File: src/rtl/wb_arbiter_pkg.sv
// rtl/wb_arbiter_pkg.sv - shared register-file bus widths and constants for the write-back arbiter
package wb_arbiter_pkg;
  localparam int REG_W = 32;
  localparam int REG_ADDR_W = 5;
  localparam logic WRITE_ENABLE = 1'b1;
  localparam logic [REG_W-1:0] ZERO_WORD = '0;
endpackage

File: src/rtl/wb_fifo.sv
// rtl/wb_fifo.sv - long-latency result queue with per-entry valid bits, address compare and invalidate
module wb_fifo
  import wb_arbiter_pkg::*;
#(
  parameter int DEPTH = 2
) (
  input  logic                  clk,
  input  logic                  rst,
  input  logic                  push,
  input  logic [REG_ADDR_W-1:0] push_addr,
  input  logic [REG_W-1:0]      push_data,
  input  logic                  pop,
  input  logic                  inv_en,
  input  logic [REG_ADDR_W-1:0] inv_addr,
  input  logic [REG_ADDR_W-1:0] cmp_addr1,
  input  logic [REG_ADDR_W-1:0] cmp_addr2,
  output logic                  full,
  output logic                  empty,
  output logic                  head_valid,
  output logic [REG_ADDR_W-1:0] head_addr,
  output logic [REG_W-1:0]      head_data,
  output logic                  hit1,
  output logic                  hit2
);
  localparam int PW = $clog2(DEPTH);
  localparam int CW = PW + 1;

  logic [DEPTH-1:0]      vld;
  logic [REG_ADDR_W-1:0] addr_q [DEPTH];
  logic [REG_W-1:0]      data_q [DEPTH];
  logic [PW-1:0]         wr_ptr;
  logic [PW-1:0]         rd_ptr;
  logic [CW-1:0]         count;

  assign full       = (count == CW'(DEPTH));
  assign empty      = (count == '0);
  assign head_valid = vld[rd_ptr];
  assign head_addr  = addr_q[rd_ptr];
  assign head_data  = data_q[rd_ptr];

  always_comb begin
    hit1 = 1'b0;
    hit2 = 1'b0;
    for (int i = 0; i < DEPTH; i++) begin
      if (vld[i] && (addr_q[i] == cmp_addr1)) hit1 = 1'b1;
      if (vld[i] && (addr_q[i] == cmp_addr2)) hit2 = 1'b1;
    end
  end

  // Invalidation is applied before the push so a same-cycle push to the same register survives.
  always_ff @(posedge clk or negedge rst) begin
    if (!rst) begin
      vld    <= '0;
      wr_ptr <= '0;
      rd_ptr <= '0;
      count  <= '0;
      for (int i = 0; i < DEPTH; i++) begin
        addr_q[i] <= '0;
        data_q[i] <= '0;
      end
    end else begin
      for (int i = 0; i < DEPTH; i++) begin
        if (inv_en && vld[i] && (addr_q[i] == inv_addr)) vld[i] <= 1'b0;
      end
      if (pop) begin
        vld[rd_ptr] <= 1'b0;
        rd_ptr      <= rd_ptr + PW'(1);
      end
      if (push) begin
        vld[wr_ptr]    <= 1'b1;
        addr_q[wr_ptr] <= push_addr;
        data_q[wr_ptr] <= push_data;
        wr_ptr         <= wr_ptr + PW'(1);
      end
      count <= count + {{PW{1'b0}}, push} - {{PW{1'b0}}, pop};
    end
  end
endmodule

File: src/rtl/wb_arbiter.sv
// rtl/wb_arbiter.sv - register-file write-back arbiter: pipe writes first, long-latency results fill free slots
// Optional starvation guard (wb_stall, forced drain slot) enabled by defining WB_STARVE_GUARD_EN.
module wb_arbiter
  import wb_arbiter_pkg::*;
#(
  parameter int QDEPTH       = 2,
  parameter int STARVE_LIMIT = 4
) (
  input  logic                  clk,
  input  logic                  rst,
  input  logic                  pipe_we,
  input  logic [REG_ADDR_W-1:0] pipe_waddr,
  input  logic [REG_W-1:0]      pipe_wdata,
  input  logic                  lt_valid,
  input  logic [REG_ADDR_W-1:0] lt_waddr,
  input  logic [REG_W-1:0]      lt_wdata,
  output logic                  lt_ready,
  output logic                  we,
  output logic [REG_ADDR_W-1:0] waddr,
  output logic [REG_W-1:0]      wdata,
  input  logic [REG_ADDR_W-1:0] q_raddr1,
  input  logic [REG_ADDR_W-1:0] q_raddr2,
  output logic                  q_stall,
  output logic                  wb_stall
);
  if (QDEPTH < 2 || (QDEPTH & (QDEPTH - 1)) != 0 || STARVE_LIMIT < 2) begin : g_bad_cfg
    $error("wb_arbiter: QDEPTH must be a power of 2 >= 2 and STARVE_LIMIT >= 2");
  end

  logic                  rdy_q;
  logic                  full;
  logic                  empty;
  logic                  head_valid;
  logic [REG_ADDR_W-1:0] head_addr;
  logic [REG_W-1:0]      head_data;
  logic                  hit1;
  logic                  hit2;
  logic                  force_drain;
  logic                  push;
  logic                  pop;
  logic                  sel_pipe;

  assign lt_ready = rdy_q && !full;
  // Results for r0 are acknowledged but never enter the queue.
  assign push     = lt_valid && lt_ready && (lt_waddr != '0);
  assign sel_pipe = pipe_we && (pipe_waddr != '0) && !(force_drain && !empty);
  assign pop      = !sel_pipe && !empty;

  wb_fifo #(.DEPTH(QDEPTH)) u_fifo (
    .clk       (clk),
    .rst       (rst),
    .push      (push),
    .push_addr (lt_waddr),
    .push_data (lt_wdata),
    .pop       (pop),
    .inv_en    (sel_pipe),
    .inv_addr  (pipe_waddr),
    .cmp_addr1 (q_raddr1),
    .cmp_addr2 (q_raddr2),
    .full      (full),
    .empty     (empty),
    .head_valid(head_valid),
    .head_addr (head_addr),
    .head_data (head_data),
    .hit1      (hit1),
    .hit2      (hit2)
  );

  assign q_stall = ((q_raddr1 != '0) && (hit1 || (push && (lt_waddr == q_raddr1)))) ||
                   ((q_raddr2 != '0) && (hit2 || (push && (lt_waddr == q_raddr2))));

  always_ff @(posedge clk or negedge rst) begin
    if (!rst) begin
      rdy_q <= 1'b0;
      we    <= 1'b0;
      waddr <= '0;
      wdata <= ZERO_WORD;
    end else begin
      rdy_q <= 1'b1;
      if (sel_pipe) begin
        we    <= WRITE_ENABLE;
        waddr <= pipe_waddr;
        wdata <= pipe_wdata;
      end else if (pop && head_valid) begin
        we    <= WRITE_ENABLE;
        waddr <= head_addr;
        wdata <= head_data;
      end else begin
        we    <= 1'b0;
        waddr <= '0;
        wdata <= ZERO_WORD;
      end
    end
  end

`ifdef WB_STARVE_GUARD_EN
  localparam int AW = $clog2(STARVE_LIMIT + 1);

  logic [AW-1:0] age_q;
  logic [AW-1:0] age_d;

  always_comb begin
    age_d = '0;
    if (head_valid && !empty && !pop)
      age_d = (age_q == AW'(STARVE_LIMIT)) ? age_q : age_q + AW'(1);
  end

  // Raised one count early so wb_stall is visible on the STARVE_LIMIT-th waiting cycle.
  always_ff @(posedge clk or negedge rst) begin
    if (!rst) begin
      age_q       <= '0;
      wb_stall    <= 1'b0;
      force_drain <= 1'b0;
    end else begin
      age_q       <= age_d;
      wb_stall    <= (age_d == AW'(STARVE_LIMIT - 1)) && head_valid && !pop;
      force_drain <= wb_stall;
      if (force_drain) assert (!(pipe_we && (pipe_waddr != '0)));
    end
  end
`else
  assign wb_stall    = 1'b0;
  assign force_drain = 1'b0;
`endif
endmodule

File: config.mk
export PLATFORM = sky130hd
export DESIGN_NAME = wb_arbiter
export DESIGN_NICKNAME = d
export VERILOG_FILES = /design/src/rtl/wb_arbiter_pkg.sv /design/src/rtl/wb_fifo.sv /design/src/rtl/wb_arbiter.sv
export SDC_FILE = /design/constraint.sdc
export NUM_CORES = 1
export LEC_CHECK = 0
export BUFFER_PORTS_ARGS = -buffer_cell sky130_fd_sc_hd__buf_2
export CAP_MARGIN = 10
export CELL_PAD_IN_SITES_DETAIL_PLACEMENT = 0
export CELL_PAD_IN_SITES_GLOBAL_PLACEMENT = 2
export CORE_MARGIN = 5
export CORE_UTILIZATION = 36
export DETAILED_ROUTE_END_ITERATION = 12
export PLACE_DENSITY_LB_ADDON = 0.1
export SYNTH_ARGS = -nofsm -noshare
export SYNTH_HDL_FRONTEND = slang
export SYNTH_SLANG_ARGS = --single-unit
File: constraint.sdc
create_clock -name clk -period 1.93 [get_ports clk]
set_input_delay 0.193 -clock clk [delete_from_list [all_inputs] [get_ports clk]]
set_output_delay 0.193 -clock clk [all_outputs]
set_load 0.01 [all_outputs]
; Word level (Yosys, flattened, before mapping)
; Index checks and enable logic that the tools add are counted.
[op_classes]
addsub = 4
n_lt_le_gt_ge = 7
mux = 32
mul = 0
n_eq_ne = 9
n_div = 0
shifts = 0
n_reduce_logical = 32
bitwise = 5
[ops]
columns = operator, n
row1 = $mux 32, 6
row2 = $bwmux 64, 1
row3 = $eq 5x5->1, 8
row4 = $demux 32 s1, 1
row5 = $mux 5, 6
row6 = $logic_and 1x1->1, 21
row7 = $reduce_bool 5->1, 4
row8 = $mux 1, 12
row9 = $bwmux 10, 1
row10 = $demux 5 s1, 1
row11 = $ge 2x2->1 const B, 2
row12 = $lt 1x2->1 const B, 2
row13 = $mux 2, 2
row14 = $not 1->2, 2
row15 = $logic_not 1->1, 3
row16 = $logic_or 1x1->1, 3
row17 = $add 1x1->1 const B, 2
row18 = $add 2x1->2, 1
row19 = $and 2x2->2, 1
row20 = $demux 1 s1, 2
row21 = $eq 2x2->1 const B, 1
row22 = $ge 1x1->1 const B, 2
row23 = $logic_not 2->1, 1
row24 = $lt 2x1->1 const B, 1
row25 = other kinds (3), 3
[word_totals]
mem_bits_ro = 0
wordCells = 101
latch_bits = 0
input_bits = 88
regBits = 119
n_memories = 0
mem_bits_rw = 0
out_inout_bits = 41

; Logic depth before layout (Yosys ltp)
[depth]
depth_word = 9
ltp_mapped = 8

; Modules after synthesis
; From an unflattened synthesis, not the netlist that was laid out.
[unflattened]
cells_unflattened = 383
area_unflattened_um2 = 5393.9
[by_module_without_submodules]
columns = mod, cells_each, n_inst, area_each_um2
row1 = wb_fifo, 265, 1, 3797.4
row2 = wb_arbiter, 118, 1, 1596.5

; Least setup slack after synthesis
; No wires, ideal clock.
[synth_path]
path_kind = reg2reg
from = register u_fifo.count[1]
to = register u_fifo.addr_q[5] (netlist name)
arrival_ps = 1843
path_buffers = 2
setup_slack_ps = -38
stages_incl_launch_ff = 7
synth_period_minus_slack_ps = 1968
required_ps = 1805
setup_time_ps = 125
path_cell_list = dfrtp_1 a21boi_0 o211a_4 nor2b_4 buf_6 buf_6 mux2_2
[synth_between]
elab_chain_cells = 5
[synth_rtl]
columns = item, line_no
row1 = start: declaration, wb_fifo.sv:33  ; logic [CW-1:0] count;
row2 = start signal: assignment, wb_fifo.sv:75  ; count <= count + {{PW{1'b0}}, push} - {{PW{1'b0}}, pop};
row3 = $eq 2x2->1, wb_fifo.sv:35  ; assign full = (count == CW'(DEPTH));
row4 = $logic_not 1->1, wb_arbiter.sv:43  ; assign lt_ready = rdy_q && !full;
row5 = $logic_and 1x1->1, wb_arbiter.sv:43
row6 = net lt_ready, wb_arbiter.sv:17  ; output logic lt_ready,
row7 = $logic_and 1x1->1 (2 in a row), wb_arbiter.sv:45  ; assign push = lt_valid && lt_ready && (lt_waddr != '0);
row8 = net push, wb_arbiter.sv:39  ; logic push;
row9 = end signal: indexed assignment, wb_fifo.sv:71  ; addr_q[wr_ptr] <= push_addr;
row10 = end: declaration, wb_fifo.sv:29  ; logic [REG_ADDR_W-1:0] addr_q [DEPTH];
; The timed path passes the listed nets, and every way through them passes these cells.
; A chain may end at the register's enable or synchronous reset.

; Worst setup path after layout
[layout_path]
from = register u_fifo.addr_q[1] (netlist name)
to = output q_stall
[layout_between]
elab_chain_cells = 6
elab_cells_between_ends = 11
cone_classes = eq/ne: 2 / mux: 2 / reduce/logical: 7
[layout_rtl]
columns = item, line_no
row1 = $eq 5x5->1 (on tied branches), "wb_fifo.sv:45, wb_fifo.sv:46"
row2 = $logic_and 1x1->1 (on tied branches), "wb_fifo.sv:45, wb_fifo.sv:46"
row3 = $mux 1 (on tied branches), "wb_fifo.sv:45, wb_fifo.sv:46"
row4 = $logic_or 1x1->1 (on tied branches), "wb_arbiter.sv:69, wb_arbiter.sv:70"
row5 = $logic_and 1x1->1 (on tied branches), "wb_arbiter.sv:69, wb_arbiter.sv:70"
row6 = $logic_or 1x1->1 (*), wb_arbiter.sv:69  ; assign q_stall = ((q_raddr1 != '0) && (hit1 || (push && (lt_waddr == q_raddr1)))) ||
row7 = end: declaration, wb_arbiter.sv:23  ; output logic q_stall,
; Mark *: on every way between the ends. The rest lies on a longest branch, timed or not.

==> flow_summary_export.csv <==
group,metric,value,unit
critical_path,cp-end-kind,"primary output",
synth,synth_top_area_share,0.545,
die,fp.dieW,133,um
route,totalWireLength,13600,um
critical_path,cp_max_fo,3,
timing,fin_crit,1.91,ns
route,num_vias,3827,
pwr,p_int,7820,uW
pwr,p_total,11100,uW
pwr,cellPowerDensity,1470,nW/um^2
layout,nFillCells,1360,
timing,rsz0062_at_grt,"true",
pwr,switchingPower,3310,uW
placed_design,hpwl,9340,um
synth,synth_edf_count,0,
clocking,cts_root_buffer,"clkbuf_16",
timing,hold_violations,0,
layout,nets,702,
global_routing,grt_max_degree,42,
critical_path,crit_arrival,1.72,ns
synth,synth.top_cells.by_area,"dfrtp_1 55%, mux2_4 9.1%, mux2_2 8.7%, mux2i_1 6.8%, xnor2_1 4.8%",
critical_path,critPathKind,"reg2out",
clocking,path_clk_slew,0.05,ns
route,drtPass1Iterations,6,
clocking,cts_tree,"built",
pwr,ir_worst_vdd,592,uV
flow_run,cap_viol_max_count,0,
timing,fin_skew,0.00667,ns
critical_path,path_delay_family,"flip-flops",
critical_path,cp_slowest_cell,"dfrtp_2",
layout,regArea,2990,um^2
route,wl_per_cell,16.7,um
die,rows,45,
clocking,cts-buffers-inserted,17,
placed_design,numPortBuffers,127,
synth,yosysWarnings,0,
critical_path,critPathRequiredTime,1.74,ns
synth,synth_nets,508,
die,coreArea,15000,um^2
timing,finalCritPeriodShare,0.989,
clocking,max-clock-path-buffers,2,
pwr,pwr-share-comb,0.339,
layout,fin_cells,812,
route,drc_errors,0,
global_routing,first_global_vias,4265,
global_routing,grt_util_all_layers,0.161,
synth,async_flop_share,1.00,
min_path,hold_path.class,"in2reg",
timing,final_max_slew_viol_count,0,
timing,fmax,0.524,GHz
synth,synth_ff_type,"dfrtp_1",
die,initial_core_util,0.363,
clocking,clk_latency,0.41,ns
layout,areaGrowthSynthToFinish,38.3,%
synth,syn_area,5460,um^2
clocking,htree_num_levels,4,
timing,hold_ws,0.0253,ns
placed_design,placed_area,6490,um^2
pwr,p_seq_frac,0.381,
global_routing,grt_pass1_wl,22400,um
synth,synth_cells,418,
die,dieArea,17700,um^2
pwr,pwr-share-clk,0.280,
layout,n_antenna_cell,0,
critical_path,startpoint_type,"register",
critical_path,max_stage_delay,0.46,ns
layout,drive_above_1_share,0.476,
synth,ys_seq_elements,119,
synth,synth_commonest_cells,"119 x dfrtp_1, 44 x nand2_1, 42 x mux2_2",
critical_path,crit_top_cell,"o22ai_1",
die,num_io_pins,129,
global_routing,grt_overflow,0,
timing,final-setup-viol-count,0,
status,status,"completed",
synth,synth.distinct_cells,31,
route,ant_nets,0,
placed_design,place_congestion,0.756,
pwr,p_sw_frac,0.298,
die,die_h,133,um
synth,yosysMostFrequentCell,"dfrtp_1",
layout,multi_input_area,2390,um^2
synth,yosysSeqAreaShare,0.545,
pwr,cellLeakagePower,0.00358,uW
synth,yosys.area.top_type,"dfrtp_1",
synth,syn_area_per_cell,13.1,um^2
critical_path,cp_cell_sequence,"xnor2_2 > nand4_1 > o22ai_1 > a41oi_1 > o22ai_1 > buf_2",
global_routing,antenna_found_initial,0,
placed_design,placed_cells,739,
route,drt-vias-per-instance,4.71,
clocking,cts_sinks,119,
layout,design_area,7550,um^2
critical_path,cp_num_buf_inv,1,
route,drt_iter0_markers,142,
-- power by group through the flow --
stage,clock network [uW],registers [uW],logic (uW)
2_1_floorplan,0,4140,2500
3_3_place_gp,0,4240,3450
3_5_place_dp,0,4280,3520
4_1_cts,3210,4230,3820
5_1_grt,3330,4380,4150
6_report,3120,4240,3770
-- state kept, by name, summed over array words and instances (netlist names) --
| signal | flops |
|---|---|
| u_fifo.rd_ptr | 1 |
| u_fifo.count | 2 |
| u_fifo.addr_q | 10 |
| rdy_q | 1 |
| u_fifo.vld | 2 |
| u_fifo.wr_ptr | 1 |
| we | 1 |
| waddr | 5 |
| u_fifo.data_q | 64 |
| wdata | 32 |
-- per-layer routing --
layer,global-route usage,share of wire,wire length (um),vias up
met5,0,0,0,-
met4,0.0531,0.010,139,0
met3,0.0446,0.043,578,12
met2,0.268,0.49,6700,90
met1,0.203,0.45,6170,1888
li1,-,-,-,1837
-- worst reg2reg max path: cells and delay by family (launching register included) --
kind | cells | cell delay (ns)
and+or+nand+nor | 1 | 0.20
AOI/OAI and AO/OA | 2 | 0.34
DFF | 1 | 0.35
muxes | 1 | 0.37
buffers and inverters | 3 | 0.38
-- cell families (layout without fill, tap and decap cells) --
family,after synthesis,count (layout),synth area share
muxes,112,112,0.245
xor gates and xnor gates,43,43,0.0690
buffers and inverters,26,232,0.0277
DFF,119,119,0.545
and+or+nand+nor,66,66,0.0559
AOI/OAI and AO/OA,48,48,0.0507
other,2,2,0.00138
adders and majority gates,2,2,0.00458
-- stage by stage --
step / utilization / setup WS [ns] / setup TNS [ns]
2_1_floorplan: - / 0.0976 / 0
3_3_place_gp: 0.432 / -0.0375 / -0.0375
3_5_place_dp: 0.432 / -0.0747 / -0.0747
4_1_cts: 0.500 / -0.00215 / -0.00215
5_1_grt: 0.502 / -0.114 / -0.114
6_report: 0.502 / 0.0220 / 0
-- placed cells by master, fill, tap and decap left out, types with 2 or more instances in the layout --
cell | Yosys | routed
dlygate4sd3_1 | 0 | 32
dfrtp_2 | 0 | 11
ha_1 | 2 | 2
nor3_1 | 4 | 4
mux2i_1 | 37 | 37
a41oi_1 | 2 | 2
dfrtp_1 | 119 | 108
o21ai_0 | 34 | 34
o22ai_1 | 3 | 3
or4_1 | 4 | 4
xnor2_1 | 30 | 23
a31o_2 | 2 | 2
nand4_1 | 6 | 6
conb_1 | 2 | 2
bufinv_16 | 0 | 2
mux2_4 | 33 | 33
clkbuf_1 | 13 | 3
buf_2 | 4 | 126
clkbuf_16 | 0 | 17
nand2_1 | 44 | 44
o21ai_1 | 4 | 4
xor2_1 | 13 | 13
nor2_1 | 3 | 3
xnor2_2 | 0 | 7
clkbuf_8 | 0 | 4
clkinvlp_4 | 0 | 2
buf_4 | 1 | 35
buf_12 | 0 | 6
mux2_2 | 42 | 42
clkinv_2 | 0 | 2
-- worst paths after layout --
path	slack, ns	endpoint	depth (start not counted)	startpoint
setup / recovery	0.02	q_stall	6	u_fifo.addr_q[1]
min in group asynchronous	0.26	wdata[0]	2	rst
max in group asynchronous	1.02	u_fifo.data_q[33]	3	rst
setup reg to reg	0.17	u_fifo.data_q[48]	7	u_fifo.count[0]
hold / removal	0.03	u_fifo.data_q[23]	2	lt_wdata[23]
hold reg to reg	0.50	u_fifo.data_q[59]	1	u_fifo.data_q[59]
-- area by class of cell --
cell class                 instances  area share
multi-input combinational        273       0.317
sequential                       119       0.396
timing repair buffer             199       0.177
tap                              188      0.0312
inverter                           2    0.000995
clock buffer                      24      0.0651
clock inverter                     7      0.0124
-- timing repair --
| action | in CTS | in global routing |
|---|---|---|
| resized for setup | 15 | 5 |
| hold buffers | 32 | 0 |
| pin swaps | 8 | 4 |
| hold endpoints to repair | 54 | 0 |
| setup endpoints to repair | 1 | 1 |
| buffers inserted | 10 | 0 |
Note: power is estimated with default switching activity, not from simulation.
